## src/rtl/uart_rx_to_mem.sv

```systemverilog
`default_nettype none
// uart_rx_to_mem: UART receiver that pairs bytes (low first) into 16-bit memory writes.
// Define RXMEM_PARITY_EN for 8E1 framing with parity checking; default is 8N1.
module uart_rx_to_mem #(
  parameter int row          = 2,
  parameter int column       = 2,
  parameter int CLKS_PER_BIT = 10417
) (
  input  logic        clk,
  input  logic        rst,
  input  logic        rx_data,
  input  logic        load_start,
  output logic        write_R,
  output logic [31:0] write_address_R,
  output logic [15:0] write_value_R,
  output logic        load_done,
  output logic        frame_err,
  output logic        parity_err
);

  localparam int TW = $clog2(CLKS_PER_BIT);
  localparam logic [TW-1:0] BIT_LAST  = TW'(CLKS_PER_BIT - 1);
  localparam logic [TW-1:0] HALF_LAST = TW'(CLKS_PER_BIT / 2 - 1);
  localparam logic [TW-1:0] T_ONE     = TW'(1);
  localparam logic [31:0]   N_ELEM    = 32'(row * column);

  typedef enum logic [2:0] {S_IDLE, S_START, S_DATA, S_PARITY, S_STOP} bit_state_t;
  typedef enum logic {P_LOW, P_HIGH} pair_state_t;

  logic rx_meta, rx_sync;
  bit_state_t  bit_state, bit_nxt;
  pair_state_t pair_state, pair_nxt;
  logic [TW-1:0] timer, timer_nxt;
  logic [2:0]  bit_idx, idx_nxt;
  logic [7:0]  shift, shift_nxt;
  logic [7:0]  low_byte, low_nxt;
  logic [31:0] count, count_nxt;
  logic [31:0] addr_nxt;
  logic [15:0] val_nxt;
  logic        wr_nxt, done_nxt, byte_valid, tick, full, par_ok;

`ifdef RXMEM_PARITY_EN
  logic par_bad, par_bad_nxt;
  assign par_ok = !par_bad;
`else
  assign par_ok = 1'b1;
`endif

  assign tick = (timer == BIT_LAST);
  assign full = (count == N_ELEM);

  always_comb begin
    bit_nxt    = bit_state;
    timer_nxt  = timer + T_ONE;
    idx_nxt    = bit_idx;
    shift_nxt  = shift;
    byte_valid = 1'b0;
    frame_err  = 1'b0;
    parity_err = 1'b0;
`ifdef RXMEM_PARITY_EN
    par_bad_nxt = par_bad;
`endif
    case (bit_state)
      S_IDLE: begin
        timer_nxt = '0;
        if (!rx_sync) bit_nxt = S_START;
      end
      S_START: begin
        // Mid-start resample: a line already high again was a glitch.
        if (timer == HALF_LAST) begin
          timer_nxt = '0;
          idx_nxt   = 3'd0;
          bit_nxt   = rx_sync ? S_IDLE : S_DATA;
`ifdef RXMEM_PARITY_EN
          par_bad_nxt = 1'b0;
`endif
        end
      end
      S_DATA: begin
        if (tick) begin
          timer_nxt = '0;
          shift_nxt = {rx_sync, shift[7:1]};
          idx_nxt   = bit_idx + 3'd1;
          if (bit_idx == 3'd7) begin
`ifdef RXMEM_PARITY_EN
            bit_nxt = S_PARITY;
`else
            bit_nxt = S_STOP;
`endif
          end
        end
      end
`ifdef RXMEM_PARITY_EN
      S_PARITY: begin
        if (tick) begin
          timer_nxt   = '0;
          bit_nxt     = S_STOP;
          par_bad_nxt = (rx_sync != ^shift);
          parity_err  = (rx_sync != ^shift);
        end
      end
`endif
      S_STOP: begin
        if (tick) begin
          timer_nxt  = '0;
          bit_nxt    = S_IDLE;
          byte_valid = rx_sync && par_ok;
          frame_err  = !rx_sync;
        end
      end
      default: bit_nxt = S_IDLE;
    endcase
  end

  always_comb begin
    pair_nxt  = pair_state;
    low_nxt   = low_byte;
    count_nxt = count;
    wr_nxt    = 1'b0;
    addr_nxt  = write_address_R;
    val_nxt   = write_value_R;
    done_nxt  = load_done || full;
    if (frame_err || parity_err) begin
      pair_nxt = P_LOW;
    end else if (byte_valid && !full) begin
      if (pair_state == P_LOW) begin
        low_nxt  = shift;
        pair_nxt = P_HIGH;
      end else begin
        wr_nxt    = 1'b1;
        addr_nxt  = count;
        val_nxt   = {shift, low_byte};
        count_nxt = count + 32'd1;
        pair_nxt  = P_LOW;
      end
    end
    // A coincident write still lands at the old address; only the count restarts.
    if (load_start) begin
      count_nxt = '0;
      done_nxt  = 1'b0;
      pair_nxt  = P_LOW;
    end
  end

  always_ff @(posedge clk or negedge rst) begin
    if (!rst) begin
      rx_meta         <= 1'b1;
      rx_sync         <= 1'b1;
      bit_state       <= S_IDLE;
      pair_state      <= P_LOW;
      timer           <= '0;
      bit_idx         <= 3'd0;
      shift           <= 8'd0;
      low_byte        <= 8'd0;
      count           <= 32'd0;
      write_R         <= 1'b0;
      write_address_R <= 32'd0;
      write_value_R   <= 16'd0;
      load_done       <= 1'b0;
`ifdef RXMEM_PARITY_EN
      par_bad         <= 1'b0;
`endif
    end else begin
      rx_meta         <= rx_data;
      rx_sync         <= rx_meta;
      bit_state       <= bit_nxt;
      pair_state      <= pair_nxt;
      timer           <= timer_nxt;
      bit_idx         <= idx_nxt;
      shift           <= shift_nxt;
      low_byte        <= low_nxt;
      count           <= count_nxt;
      write_R         <= wr_nxt;
      write_address_R <= addr_nxt;
      write_value_R   <= val_nxt;
      load_done       <= done_nxt;
`ifdef RXMEM_PARITY_EN
      par_bad         <= par_bad_nxt;
`endif
    end
  end

endmodule
`default_nettype wire

```

## config.mk

```make
export PLATFORM = sky130hd
export DESIGN_NAME = uart_rx_to_mem
export DESIGN_NICKNAME = d
export VERILOG_FILES = /design/src/rtl/uart_rx_to_mem.sv
export SDC_FILE = /design/constraint.sdc
export NUM_CORES = 1
export LEC_CHECK = 0
export CORE_AREA = 2 2 121 123
export CTS_CLUSTER_SIZE = 25
export DETAILED_ROUTE_END_ITERATION = 12
export DIE_AREA = 0 0 123 125
export GPL_TIMING_DRIVEN = 0
export PLACE_DENSITY = 0.64
export SYNTH_ARGS = -nofsm -noshare
export SYNTH_HDL_FRONTEND = slang
export SYNTH_SLANG_ARGS = --single-unit
```

## constraint.sdc

```tcl
create_clock -name clk -period 3.53 [get_ports clk]
set_clock_uncertainty 0.2 [all_clocks]
set_input_delay 0.706 -clock clk [delete_from_list [all_inputs] [get_ports clk]]
set_output_delay 0.706 -clock clk [all_outputs]
set_load 0.005 [all_outputs]
```

==> report_table.html, run 1 <==
<table>
<tr><th>Metric</th><th>Value</th></tr>
<tr><th colspan="2">Outcome</th></tr>
<tr><td>Result of the run</td><td>finished, final reports clean</td></tr>
<tr><th colspan="2">Power and ir drop</th></tr>
<tr><td>Power density of the placed cells</td><td>463 nW/µm²</td></tr>
<tr><td>IR drop worst, VDD</td><td>0.353 mV</td></tr>
<tr><td>Leakage power</td><td>between 3 and 4 nW</td></tr>
<tr><td>Total power after layout</td><td>3.19 mW</td></tr>
<tr><th colspan="2">Logic synthesis</th></tr>
<tr><td>Cells taking the most area after synthesis</td><td>sky130_fd_sc_hd__dfrtp_1 (54%), sky130_fd_sc_hd__nand2_1 (10%), sky130_fd_sc_hd__mux2_2 (3.7%)</td></tr>
<tr><td>Post-synthesis net count</td><td>578</td></tr>
<tr><td>Post-synthesis sequential element count</td><td>121</td></tr>
<tr><td>Proportion of netlist area held by the largest area contributor</td><td>54.3%</td></tr>
<tr><td>Sequential fraction of the synthesis area</td><td>55.2%</td></tr>
<tr><td>Mapped Avg Cell Area</td><td>9.66 µm²</td></tr>
<tr><td>Post-synth EDFFs</td><td>0</td></tr>
<tr><td>Largest area contributor in the netlist</td><td>sky130_fd_sc_hd__dfrtp_1</td></tr>
<tr><td>Count of synthesis-stage warnings from yosys</td><td>0</td></tr>
<tr><td>Ys async rst share</td><td>100%</td></tr>
<tr><td>Mapped Area</td><td>5490 µm²</td></tr>
<tr><td>Top FF cell, synth</td><td>sky130_fd_sc_hd__dfrtp_1</td></tr>
<tr><td>Yosys cell types</td><td>51</td></tr>
<tr><td>Number of instances in the synthesized netlist</td><td>568</td></tr>
<tr><th colspan="2">Routing</th></tr>
<tr><td>DRC errors left</td><td>0</td></tr>
<tr><td>Detailed Route Iter0 Violations</td><td>373</td></tr>
<tr><td>Overall via count from detail_route</td><td>4420</td></tr>
<tr><td>Number of vias per cell after detailed routing</td><td>5.26</td></tr>
<tr><td>Per-cell routed wire length</td><td>about 16 µm</td></tr>
<tr><td>Number of nets still failing antenna checks after routing</td><td>0</td></tr>
<tr><td>Wire length after detailed routing</td><td>~13000 µm</td></tr>
<tr><td>1st-pass router iterations</td><td>5</td></tr>
<tr><th colspan="2">Min path</th></tr>
<tr><td>Hold/Removal Path Class</td><td>register to register</td></tr>
<tr><th colspan="2">Floorplanning</th></tr>
<tr><td>Area of the placeable core</td><td>14200 µm²</td></tr>
<tr><td>Starting density of the core</td><td>38.6%</td></tr>
<tr><td>Die extent in x</td><td>roughly 120 µm</td></tr>
<tr><td>Overall die area</td><td>15400 µm²</td></tr>
<tr><td>Y dimension of the die</td><td>125 µm</td></tr>
<tr><td>Std-Cell Rows</td><td>44</td></tr>
<tr><td>Number of ports placed on the die boundary</td><td>56</td></tr>
<tr><th colspan="2">Clock network</th></tr>
<tr><td>Clock tree from TritonCTS</td><td>done</td></tr>
<tr><td>Clock slew at the register clock pins of the worst setup and hold paths</td><td>0.06 ns</td></tr>
<tr><td>H-tree levels</td><td>4</td></tr>
<tr><td>Worst skew pair latency</td><td>0.42 ns</td></tr>
<tr><td>Buffer cell driving the clock tree root</td><td>sky130_fd_sc_hd__clkbuf_16</td></tr>
<tr><td>Number of buffers created by CTS</td><td>17</td></tr>
<tr><td>Total number of clock tree sinks</td><td>121</td></tr>
<tr><td>Worst-case clock buffer depth</td><td>2</td></tr>
<tr><th colspan="2">Timing</th></tr>
<tr><td>Slack of the critical path</td><td>0.123 ns</td></tr>
<tr><td>Final hold slack</td><td>about 0.17 ns</td></tr>
<tr><td>Share of the clock period used by the worst path after layout</td><td>96.5%</td></tr>
<tr><td>Unrepaired setup endpoints after global routing</td><td>false</td></tr>
<tr><td>Shortest clock period the worst path allows after layout</td><td>3.41 ns</td></tr>
<tr><td>Count of final hold-check violations</td><td>0</td></tr>
<tr><td>Worst-margin pin slew</td><td>about 0.93 ns</td></tr>
<tr><td>Total negative slack</td><td>0 ns</td></tr>
<tr><td>Max-slew violations</td><td>0</td></tr>
<tr><td>Highest clock frequency the design can meet</td><td>0.293 GHz</td></tr>
<tr><td>Number of setup violations in the final report</td><td>0</td></tr>
<tr><td>Worst slew slack as a fraction of its limit</td><td>37.8%</td></tr>
<tr><th colspan="2">GRT</th></tr>
<tr><td>Global-route wire length before repair</td><td>~22000 µm</td></tr>
<tr><td>Via count of the first global-routing pass</td><td>4263</td></tr>
<tr><td>Maximum number of pins on one net before global-route repair</td><td>89</td></tr>
<tr><td>Number of antenna violations at the first check in global routing</td><td>0</td></tr>
<tr><td>Remaining global-route overflow</td><td>0</td></tr>
<tr><td>Combined global-route utilization of all metal layers</td><td>18.2%</td></tr>
<tr><th colspan="2">Worst setup path</th></tr>
<tr><td>Source of the worst register-to-register timing path</td><td>timer[0]$_DFF_PN0_</td></tr>
<tr><td>Register-to-register setup slack</td><td>0.49 ns</td></tr>
<tr><td>Data required time of the critical path</td><td>2.62 ns</td></tr>
<tr><td>Peak per-stage delay on the critical path</td><td>0.53 ns</td></tr>
<tr><td>CP max FO</td><td>7</td></tr>
<tr><td>Worst Reg2Reg Path Length in Cells</td><td>7</td></tr>
<tr><td>Crit. Startpoint</td><td>timer[6]$_DFF_PN0_</td></tr>
<tr><td>Capturing element type of the critical path</td><td>output pin</td></tr>
<tr><td>Worst endpoint data arrival time</td><td>2.50 ns</td></tr>
<tr><td>Sort of element at the start of the critical path</td><td>register</td></tr>
<tr><td>Crit path depth</td><td>5</td></tr>
<tr><td>Slowest stage cell, crit path</td><td>sky130_fd_sc_hd__or3b_2</td></tr>
<tr><td>Kind of critical path</td><td>register to output pin</td></tr>
<tr><td>Buffers &amp; Inverters on Critical Path</td><td>1</td></tr>
<tr><td>Worst path top cell family by delay</td><td>simple AND/OR/NAND/NOR gates</td></tr>
<tr><td>Worst R2R End</td><td>count[19]$_DFFE_PN0P_</td></tr>
<tr><td>CP Cell Sequence</td><td>or3b_2 &gt; nor4_4 &gt; nand2_1 &gt; nor2_2 &gt; clkdlybuf4s50_1</td></tr>
<tr><td>Capture point of the worst path</td><td>frame_err</td></tr>
<tr><th colspan="2">Layout</th></tr>
<tr><td>Final #Nets</td><td>around 650</td></tr>
<tr><td>Number of non-filler instances in the completed layout</td><td>840</td></tr>
<tr><td>Layout cell share with drive strength beyond 1</td><td>10.7%</td></tr>
<tr><td>Post-layout instance area</td><td>6900 µm²</td></tr>
<tr><td>Synth-to-Final Area Change</td><td>25.8%</td></tr>
<tr><td>Number of inserted diodes</td><td>0</td></tr>
<tr><td>End-of-flow core utilization</td><td>48.6%</td></tr>
<tr><th colspan="2">Placement</th></tr>
<tr><td>Placed instance area</td><td>6270 µm²</td></tr>
<tr><td>Cell count after placement</td><td>806</td></tr>
<tr><td>Count of input and output buffers</td><td>53</td></tr>
<tr><td>Routability congestion estimate</td><td>0.920</td></tr>
<tr><td>Worst setup timing slack at the placement stage</td><td>between 0.3 and 0.4 ns</td></tr>
<tr><td>DP HPWL</td><td>9110 µm</td></tr>
<tr><th colspan="2">Run</th></tr>
<tr><td>Total of max-cap violations</td><td>0</td></tr>
</table>
-- worst reg2reg max path: cells and delay by family, from the launching register on --
family,cells,cell delay [ns]
compound gates,3,1.24
fa+ha+maj,1,0.14
buf+inv,1,0.07
flops,1,0.42
simple gates,2,0.85
-- worst min path at each step --
stage | slack (ns) | cells past startpoint | from | end
after floorplan | 0.15 | 0 | rx_meta$_DFF_PN1_ | rx_sync$_DFF_PN1_
after global placement | 0.15 | 0 | rx_meta$_DFF_PN1_ | rx_sync$_DFF_PN1_
after detailed placement | 0.16 | 0 | rx_meta$_DFF_PN1_ | rx_sync$_DFF_PN1_
after CTS | 0.17 | 0 | rx_meta$_DFF_PN1_ | rx_sync$_DFF_PN1_
after global routing | 0.17 | 0 | rx_meta$_DFF_PN1_ | rx_sync$_DFF_PN1_
final | 0.17 | 0 | rx_meta$_DFF_PN1_ | rx_sync$_DFF_PN1_
-- sequential cells by signal (all words and copies together), names as in the netlist --
name / flops
bit_idx: 3
bit_state: 3
count: 32
load_done: 1
low_byte: 8
pair_state: 1
rx_meta: 1
rx_sync: 1
shift: 8
timer: 14
write_R: 1
write_address_R: 32
write_value_R: 16
-- synth_stat cells, types with 2 or more instances --
| library cell | instances |
|---|---|
| sky130_fd_sc_hd__a21oi_1 | 28 |
| sky130_fd_sc_hd__a22o_1 | 2 |
| sky130_fd_sc_hd__a22oi_1 | 2 |
| sky130_fd_sc_hd__and3_1 | 5 |
| sky130_fd_sc_hd__and4_1 | 3 |
| sky130_fd_sc_hd__buf_2 | 3 |
| sky130_fd_sc_hd__buf_4 | 2 |
| sky130_fd_sc_hd__clkbuf_1 | 17 |
| sky130_fd_sc_hd__dfrtp_1 | 119 |
| sky130_fd_sc_hd__dfstp_2 | 2 |
| sky130_fd_sc_hd__ha_1 | 6 |
| sky130_fd_sc_hd__inv_1 | 20 |
| sky130_fd_sc_hd__mux2_2 | 18 |
| sky130_fd_sc_hd__nand2_1 | 148 |
| sky130_fd_sc_hd__nand3_1 | 15 |
| sky130_fd_sc_hd__nand4_1 | 13 |
| sky130_fd_sc_hd__nand4bb_1 | 3 |
| sky130_fd_sc_hd__nor2_1 | 33 |
| sky130_fd_sc_hd__nor2b_1 | 4 |
| sky130_fd_sc_hd__nor3_1 | 6 |
| sky130_fd_sc_hd__nor4_1 | 10 |
| sky130_fd_sc_hd__nor4_2 | 2 |
| sky130_fd_sc_hd__nor4_4 | 2 |
| sky130_fd_sc_hd__nor4b_1 | 2 |
| sky130_fd_sc_hd__o211ai_1 | 4 |
| sky130_fd_sc_hd__o21ai_0 | 31 |
| sky130_fd_sc_hd__o31ai_1 | 5 |
| sky130_fd_sc_hd__or3_1 | 20 |
| sky130_fd_sc_hd__or3b_2 | 2 |
| sky130_fd_sc_hd__or4_1 | 8 |
| sky130_fd_sc_hd__xnor2_1 | 7 |
| sky130_fd_sc_hd__xor2_1 | 7 |
-- what timing repair did --
item	CTS	global route
hold buffers	1	0
endpoints found under the hold margin	33	0
buffers inserted	1	0
pin swaps	1	0
setup endpoints to repair	1	1
resized for setup	0	1
-- final cells by class --
class,count,area (µm²)
clock buffer,19,433
tap,184,230
timing repair buffer,56,577
sequential,121,3030
buffer,23,97.6
multi-input combinational,404,2280
inverter,20,75.1
fill,1335,7300
clock inverter,13,173
-- kinds of logic after synthesis --
kind of cell	share of synthesized area [%]
AND/OR/NAND/NOR	25.4
flip-flops	55.2
multiplexers	3.70
buffers and inverters	3.15
other	0.0684
XOR/XNOR	2.24
adder cells (fa/ha/maj)	1.55
AO/OA/AOI/OAI	8.62
-- cells in the final DEF, fill, tap and decap left out, types with 4 or more instances in the layout --
cell type,netlist,layout
sky130_fd_sc_hd__a21oi_1,28,28
sky130_fd_sc_hd__and3_1,5,5
sky130_fd_sc_hd__clkbuf_1,17,19
sky130_fd_sc_hd__clkbuf_16,0,17
sky130_fd_sc_hd__clkdlybuf4s50_1,0,52
sky130_fd_sc_hd__clkinv_4,0,5
sky130_fd_sc_hd__clkinvlp_4,0,4
sky130_fd_sc_hd__dfrtp_1,119,119
sky130_fd_sc_hd__ha_1,6,6
sky130_fd_sc_hd__inv_1,20,20
sky130_fd_sc_hd__mux2_2,18,18
sky130_fd_sc_hd__nand2_1,148,148
sky130_fd_sc_hd__nand3_1,15,15
sky130_fd_sc_hd__nand4_1,13,13
sky130_fd_sc_hd__nor2_1,33,32
sky130_fd_sc_hd__nor2b_1,4,4
sky130_fd_sc_hd__nor3_1,6,6
sky130_fd_sc_hd__nor4_1,10,10
sky130_fd_sc_hd__o211ai_1,4,4
sky130_fd_sc_hd__o21ai_0,31,31
sky130_fd_sc_hd__o31ai_1,5,5
sky130_fd_sc_hd__or3_1,20,20
sky130_fd_sc_hd__or4_1,8,8
sky130_fd_sc_hd__xnor2_1,7,7
sky130_fd_sc_hd__xor2_1,7,7
-- report_power, final --
| part | switching (mW) | internal, mW | total (mW) |
|---|---|---|---|
| clock | 0.642 | 1.12 | 1.76 |
| combinational | 0.0363 | 0.00826 | 0.0446 |
| sequential | 0.00109 | 1.39 | 1.39 |
| total | 0.679 | 2.51 | 3.19 |
-- per-layer routing --
metal  up-vias  share of wire, %  GRT usage [%]
met5         -                 0              0
met4         0               2.1           8.22
met3        17               6.0           4.29
met2       141                46           27.1
met1      2140                45           25.3
li1       2122                 -              -
(Power assumes the default switching activity.)
==> run 2, diff against run 1 <==
==> config.mk (replaced) <==
export PLATFORM = sky130hd
export DESIGN_NAME = uart_rx_to_mem
export DESIGN_NICKNAME = d
export VERILOG_FILES = /design/src/rtl/uart_rx_to_mem.sv
export SDC_FILE = /design/constraint.sdc
export NUM_CORES = 1
export LEC_CHECK = 0
export CELL_PAD_IN_SITES_DETAIL_PLACEMENT = 0
export CELL_PAD_IN_SITES_GLOBAL_PLACEMENT = 2
export CORE_AREA = 2 2 122 124
export CTS_CLUSTER_SIZE = 25
export DETAILED_ROUTE_END_ITERATION = 12
export DIE_AREA = 0 0 124 126
export GPL_TIMING_DRIVEN = 0
export PLACE_DENSITY = 0.9
export SYNTH_ARGS = -nofsm -noshare
export SYNTH_HDL_FRONTEND = slang
export SYNTH_SLANG_ARGS = --single-unit
==> constraint.sdc (replaced) <==
create_clock -name clk -period 4.1 [get_ports clk]
set_clock_uncertainty 0.2 [all_clocks]
set_input_delay 0.82 -clock clk [delete_from_list [all_inputs] [get_ports clk]]
set_output_delay 0.82 -clock clk [all_outputs]
set_load 0.005 [all_outputs]
==> run 2 against run 1 <==
- utilization is 0.71 points lower
- clock-buffer cell count is 1 lower
- sequential cell count stayed put
- first-iteration DRC count is 2.4% higher
- via count hardly changed
- clock power is 17% lower
- non-clock buffer count is 2 lower
- largest power group unchanged
- highest routed layer unchanged
==> report_table.html, run 2 (synthesized netlist as in run 1, its figures left out) <==
<table>
<tr><th>Metric</th><th>Value</th></tr>
<tr><th colspan="2">Outcome</th></tr>
<tr><td>Result of the run</td><td>finished, final reports clean</td></tr>
<tr><th colspan="2">Layout</th></tr>
<tr><td>Final #Nets</td><td>651</td></tr>
<tr><td>Area of combinational cells with multiple inputs</td><td>2280 µm²</td></tr>
<tr><td>Leading cell type in the layout, fill and taps excluded</td><td>sky130_fd_sc_hd__nand2_1</td></tr>
<tr><td>Area taken by flip-flops and latches</td><td>3030 µm²</td></tr>
<tr><td>Layout cell share with drive strength beyond 1</td><td>10.6%</td></tr>
<tr><td>Leading cell types in the layout, fill and taps excluded</td><td>sky130_fd_sc_hd__nand2_1 (148), sky130_fd_sc_hd__dfrtp_1 (119), sky130_fd_sc_hd__clkdlybuf4s50_1 (52)</td></tr>
<tr><td>Top Registers</td><td>count (32), write_address_R (32), write_value_R (16)</td></tr>
<tr><td>Synth-to-Final Area Change</td><td>24.9%</td></tr>
<tr><td># fillers</td><td>1340</td></tr>
<tr><td>Number of inserted diodes</td><td>0</td></tr>
<tr><th colspan="2">Floorplanning</th></tr>
<tr><td>Number of ports placed on the die boundary</td><td>56</td></tr>
<tr><td>Y dimension of the die</td><td>about 130 µm</td></tr>
<tr><td>Starting density of the core</td><td>about two fifths</td></tr>
<tr><td>Overall die area</td><td>15600 µm²</td></tr>
<tr><td>Area of the placeable core</td><td>14300 µm²</td></tr>
<tr><td>Std-Cell Rows</td><td>between 40 and 50</td></tr>
<tr><td>Die extent in x</td><td>124 µm</td></tr>
<tr><th colspan="2">Timing</th></tr>
<tr><td>Final hold slack</td><td>0.163 ns</td></tr>
<tr><td>Shortest clock period the worst path allows after layout</td><td>between 3 and 4 ns</td></tr>
<tr><td>Highest clock frequency the design can meet</td><td>0.274 GHz</td></tr>
<tr><td>Max-slew violations</td><td>0</td></tr>
<tr><td>Unrepaired setup endpoints after global routing</td><td>false</td></tr>
<tr><td>Slack of the critical path</td><td>0.452 ns</td></tr>
<tr><td>Worst-margin pin slew</td><td>0.904 ns</td></tr>
<tr><td>Share of the clock period used by the worst path after layout</td><td>89.0%</td></tr>
<tr><td>Worst slew slack as a fraction of its limit</td><td>39.2%</td></tr>
<tr><td>Total negative slack</td><td>0 ns</td></tr>
<tr><td>Number of setup violations in the final report</td><td>0</td></tr>
<tr><td>Count of final hold-check violations</td><td>0</td></tr>
<tr><th colspan="2">Clock network</th></tr>
<tr><td>Buffer cell driving the clock tree root</td><td>sky130_fd_sc_hd__clkbuf_16</td></tr>
<tr><td>Setup Buffers After CTS</td><td>0</td></tr>
<tr><td>Clock tree from TritonCTS</td><td>done</td></tr>
<tr><td>Clock slew at the register clock pins of the worst setup and hold paths</td><td>0.06 ns</td></tr>
<tr><td>Total number of clock tree sinks</td><td>121</td></tr>
<tr><td>Worst-case clock buffer depth</td><td>2</td></tr>
<tr><td>Count of hold-fix buffers inserted at cts</td><td>0</td></tr>
<tr><td>Total of cells resized after clock tree synthesis</td><td>0</td></tr>
<tr><td>Worst skew pair latency</td><td>0.42 ns</td></tr>
<tr><td>Number of buffers created by CTS</td><td>17</td></tr>
<tr><td>H-tree levels</td><td>4</td></tr>
<tr><th colspan="2">GRT</th></tr>
<tr><td>Maximum number of pins on one net before global-route repair</td><td>69</td></tr>
<tr><td>Number of antenna violations at the first check in global routing</td><td>0</td></tr>
<tr><td>Via count of the first global-routing pass</td><td>4352</td></tr>
<tr><td>Global-route wire length before repair</td><td>between 20000 and 25000 µm</td></tr>
<tr><td>Combined global-route utilization of all metal layers</td><td>18.5%</td></tr>
<tr><td>Remaining global-route overflow</td><td>0</td></tr>
<tr><th colspan="2">Placement</th></tr>
<tr><td>Count of input and output buffers</td><td>53</td></tr>
<tr><td>DP HPWL</td><td>between 9000 and 10000 µm</td></tr>
<tr><td>Routability congestion estimate</td><td>0.802</td></tr>
<tr><td>Worst setup timing slack at the placement stage</td><td>0.861 ns</td></tr>
<tr><th colspan="2">Routing</th></tr>
<tr><td>Number of vias per cell after detailed routing</td><td>5.27</td></tr>
<tr><td>Per-cell routed wire length</td><td>roughly 16 µm</td></tr>
<tr><td>Number of nets still failing antenna checks after routing</td><td>0</td></tr>
<tr><td>1st-pass router iterations</td><td>5</td></tr>
<tr><td>Detailed Route Iter0 Violations</td><td>about 380</td></tr>
<tr><td>Overall via count from detail_route</td><td>4419</td></tr>
<tr><td>DRC errors left</td><td>0</td></tr>
<tr><td>Wire length after detailed routing</td><td>13400 µm</td></tr>
<tr><th colspan="2">Worst setup path</th></tr>
<tr><td>Kind of critical path</td><td>register to output pin</td></tr>
<tr><td>Data required time of the critical path</td><td>3.08 ns</td></tr>
<tr><td>CP max FO</td><td>7</td></tr>
<tr><td>Sort of element at the start of the critical path</td><td>register</td></tr>
<tr><td>Capturing element type of the critical path</td><td>output pin</td></tr>
<tr><td>Worst endpoint data arrival time</td><td>2.63 ns</td></tr>
<tr><th colspan="2">Run</th></tr>
<tr><td>Total of max-cap violations</td><td>0</td></tr>
<tr><th colspan="2">Power and ir drop</th></tr>
<tr><td>Leakage power</td><td>roughly 3.0 nW</td></tr>
<tr><td>IR drop worst, VDD</td><td>0.251 mV</td></tr>
<tr><td>Power density of the placed cells</td><td>between 300 and 400 nW/µm²</td></tr>
<tr><th colspan="2">Min path</th></tr>
<tr><td>Hold/Removal Path Class</td><td>input port to asynchronous set/reset pin</td></tr>
</table>
-- run 2: layout make-up --
class,instances,area share [%]
Sequential cell,121,44.2
Multi-Input combinational cell,404,33.3
Timing Repair Buffer,54,8.16
Clock buffer,18,6.26
Tap cell,184,3.36
Clock inverter,14,2.15
Buffer,23,1.42
Inverter,20,1.10
-- run 2: path summary, 6_finish.rpt --
check,cells after the start,to,startpoint,slack [ns]
max,7,frame_err,timer[0]$_DFF_PN0_,0.45
min,1,write_address_R[7]$_DFFE_PN0P_,rst,0.16
max reg2reg,8,count[24]$_DFFE_PN0P_,count[0]$_DFFE_PN0P_,0.95
min reg2reg,0,rx_sync$_DFF_PN1_,rx_meta$_DFF_PN1_,0.17
max in group asynchronous,2,low_byte[2]$_DFFE_PN0P_,rst,2.81
min in group clk,0,rx_sync$_DFF_PN1_,rx_meta$_DFF_PN1_,0.17
-- run 2: worst max-delay path: stages (launching register included) --
cell and delay [ns]:
sky130_fd_sc_hd__dfrtp_1 0.42, sky130_fd_sc_hd__inv_1 0.07, sky130_fd_sc_hd__ha_1 0.14, sky130_fd_sc_hd__nand4bb_1 0.23, sky130_fd_sc_hd__nor4_4 0.52, sky130_fd_sc_hd__nand2_1 0.15
sky130_fd_sc_hd__nor2_1 0.16, sky130_fd_sc_hd__clkdlybuf4s50_1 0.52
-- run 2: metal layers --
metal | GRT usage [%] | vias to the layer above | wire, µm
li1 | - | 2114 | -
met1 | 25.4 | 2182 | 6270
met2 | 27.7 | 101 | 6140
met3 | 4.76 | 22 | 690
met4 | 8.00 | 0 | 338
met5 | 0 | - | 0
-- run 2: power breakdown --
group	switching, mW	leakage (nW)	internal [mW]
sequential	0.000829	1.67	1.20
clock	0.568	0.281	0.896
combinational	0.0316	1.08	0.00649
total	0.600	3.03	2.10
-- run 2: through the flow --
step | std cells | area, µm² | utilization, % | power (mW)
after CTS | 838 | 6850 | 47.9 | 2.73
after floorplan | 568 | 5490 | - | 1.22
after global placement | 805 | 6250 | 43.6 | 1.26
final | 838 | 6850 | 47.9 | 2.70
after global routing | 838 | 6850 | 47.9 | 2.78
after detailed placement | 806 | 6270 | 43.8 | 1.26
==> RTL change (settings of run 1) <==
Re-encode `bit_state_t` (5 states) as Gray code, 3 bits wide.
--- a/src/rtl/uart_rx_to_mem.sv
+++ b/src/rtl/uart_rx_to_mem.sv
@@ -24,7 +24,7 @@
   localparam logic [TW-1:0] T_ONE     = TW'(1);
   localparam logic [31:0]   N_ELEM    = 32'(row * column);
 
-  typedef enum logic [2:0] {S_IDLE, S_START, S_DATA, S_PARITY, S_STOP} bit_state_t;
+  typedef enum logic [2:0] {S_IDLE = 3'b000, S_START = 3'b001, S_DATA = 3'b011, S_PARITY = 3'b010, S_STOP = 3'b110} bit_state_t;
   typedef enum logic {P_LOW, P_HIGH} pair_state_t;
 
   logic rx_meta, rx_sync;
Function: no difference found for any inputs over 10 cycles, from zero or initial values and one cycle with rst low; not proved beyond that.
==> RTL change against run 1 <==
Wire length fell by 9.6%. Maximum frequency rose by 2.9%. Largest cell class unchanged. Register-to-register slack improved by 0.32 ns. Critical endpoint unchanged. Largest power group unchanged. Design area rose by 0.96%. Worst setup slack improved by 0.095 ns. Sequential cell count did not move. Worst hold slack got worse by 0.11 ns. Synthesized cell count fell by 18%. Power fell by 0.58%. Synthesized area rose by 1.6%.
==> RTL change: results (changes against run 1) <==
synth top area cells dfrtp_1 53%, mux2_2 11%, a21oi_1 2.2%, mux2_4 2.2%, nor2_1 1.9%; CP max stage delay 0.57 ns (+0.04 ns); Final #Nets 546 (-16%); status finished, final reports clean; reg2reg end low_byte[6]; Placement Cell Area 0.00636 mm² (+1.4%); Worst Hold Margin 0.0559 ns (-0.111 ns); HPWL after DPL 8130 µm (-11%); first-pass GRT wire length 20,600 µm (-5.1%); sequential share of the synthesized area 54.4% (-0.86 points); Clock Pin Slew Worst Setup and Hold Paths 0.05 ns; Rel. slew slack 53.5% (+16 points); syn nets 473 (-18%); fraction of layout instances using a drive strength above 1 23.7% (+13 points); drt first-iter violations 146 (-61%); total global-route track usage 17.1% (-1.1 points); worst r2r path cells 8 (+1); largest net degree at the start of global routing 62 (-30%); Placer Congestion 0.795 (-14%); VDD IR max 0.000289 V (-18%); reg2reg start count[0]; post-synthesis cell type count 56 (+9.8%); Post-CTS Setup Bufs 0 (-1); commonest cells in the netlist 119 x dfrtp_1, 54 x mux2_2, 28 x nor2_1, 25 x a21oi_1, 18 x nand2_1; Avg WL per Cell 16.2 µm (+3.6%); vias in the first global route 4,112 (-3.5%); Reg2Reg Setup Slack 0.81 ns (+0.32 ns); HP Class input pin to asynchronous set/reset pin; critical path arrival 2.41 ns (-0.09 ns); clock buffer depth 2 (unchanged); Top Registers count x32, write_address_R x32, write_value_R x16; CP max-delay cell clkdlybuf4s50_1; # port buffers 53 (unchanged); Via density 5.35 (+1.6%)
[RTL change: cell types whose count changed in the layout (fill, tap and decap cells not counted), moves of 5 or more]
cell,before,now
buf_2,3,11
or4_1,8,13
clkbuf_1,19,5
inv_1,20,13
mux2_4,0,8
o31ai_1,5,13
nand2_1,148,18
buf_6,1,6
clkinv_4,5,0
mux2_2,18,54
o21ai_0,31,17
[RTL change: logic make-up after synthesis]
kind of cell               synth area share (%)
DFF                                        54.4
xor gates and xnor gates                   2.52
adders and majority gates                  1.35
muxes                                      13.7
and+or+nand+nor                            16.3
buffers and inverters                      3.44
other                                    0.0673
AOI/OAI and AO/OA                          8.29
[RTL change: power breakdown]
| part | total (mW) | internal, mW | switching (mW) |
|---|---|---|---|
| registers | 1.39 | 1.39 | 0.00158 |
| logic | 0.0415 | 0.00746 | 0.0341 |
| clock network | 1.74 | 1.11 | 0.630 |
[RTL change: timing repair]
item,CTS,global route
setup endpoints to repair,0,1
hold buffers,0,0
gates resized for setup,0,1
[RTL change: how the worst max path moves through the flow]
stage	from	endpoint	slack, ns	depth (start not counted)
final	timer[3]	frame_err	0.22	4
after global routing	timer[3]	frame_err	0.12	4
after CTS	timer[3]	frame_err	0.06	4
after detailed placement	timer[3]	frame_err	0.52	4
after global placement	rst	write_value_R[6]	-3.13	1
after floorplan	count[0]	low_byte[0]	1.18	8
[RTL change: metrics by stage]
step                      utilization, %  std cells  setup slack [ns]
after floorplan                        -        463              1.18
after global placement              44.6        700             -3.13
after detailed placement            44.8        701             0.521
after CTS                           49.0        733            0.0619
after global routing                49.0        733             0.118
final                               49.0        733             0.218
[RTL change: layer usage]
layer  vias to the layer above  wire length (µm)  GRT usage, %
met5                         -                 0             0
met4                         0               260          7.22
met3                        20               430          5.43
met2                        65              5980          27.5
met1                      1979              5220          21.3
li1                       1854                 -             -
[RTL change: layout make-up]
cell class | count | area, µm²
multi-input combinational | 306 | 2350
sequential | 121 | 3030
buffer | 23 | 143
clock inverter | 10 | 116
timing repair buffer | 54 | 559
clock buffer | 22 | 484
tap | 184 | 230
fill | 1268 | 7240
inverter | 13 | 48.8
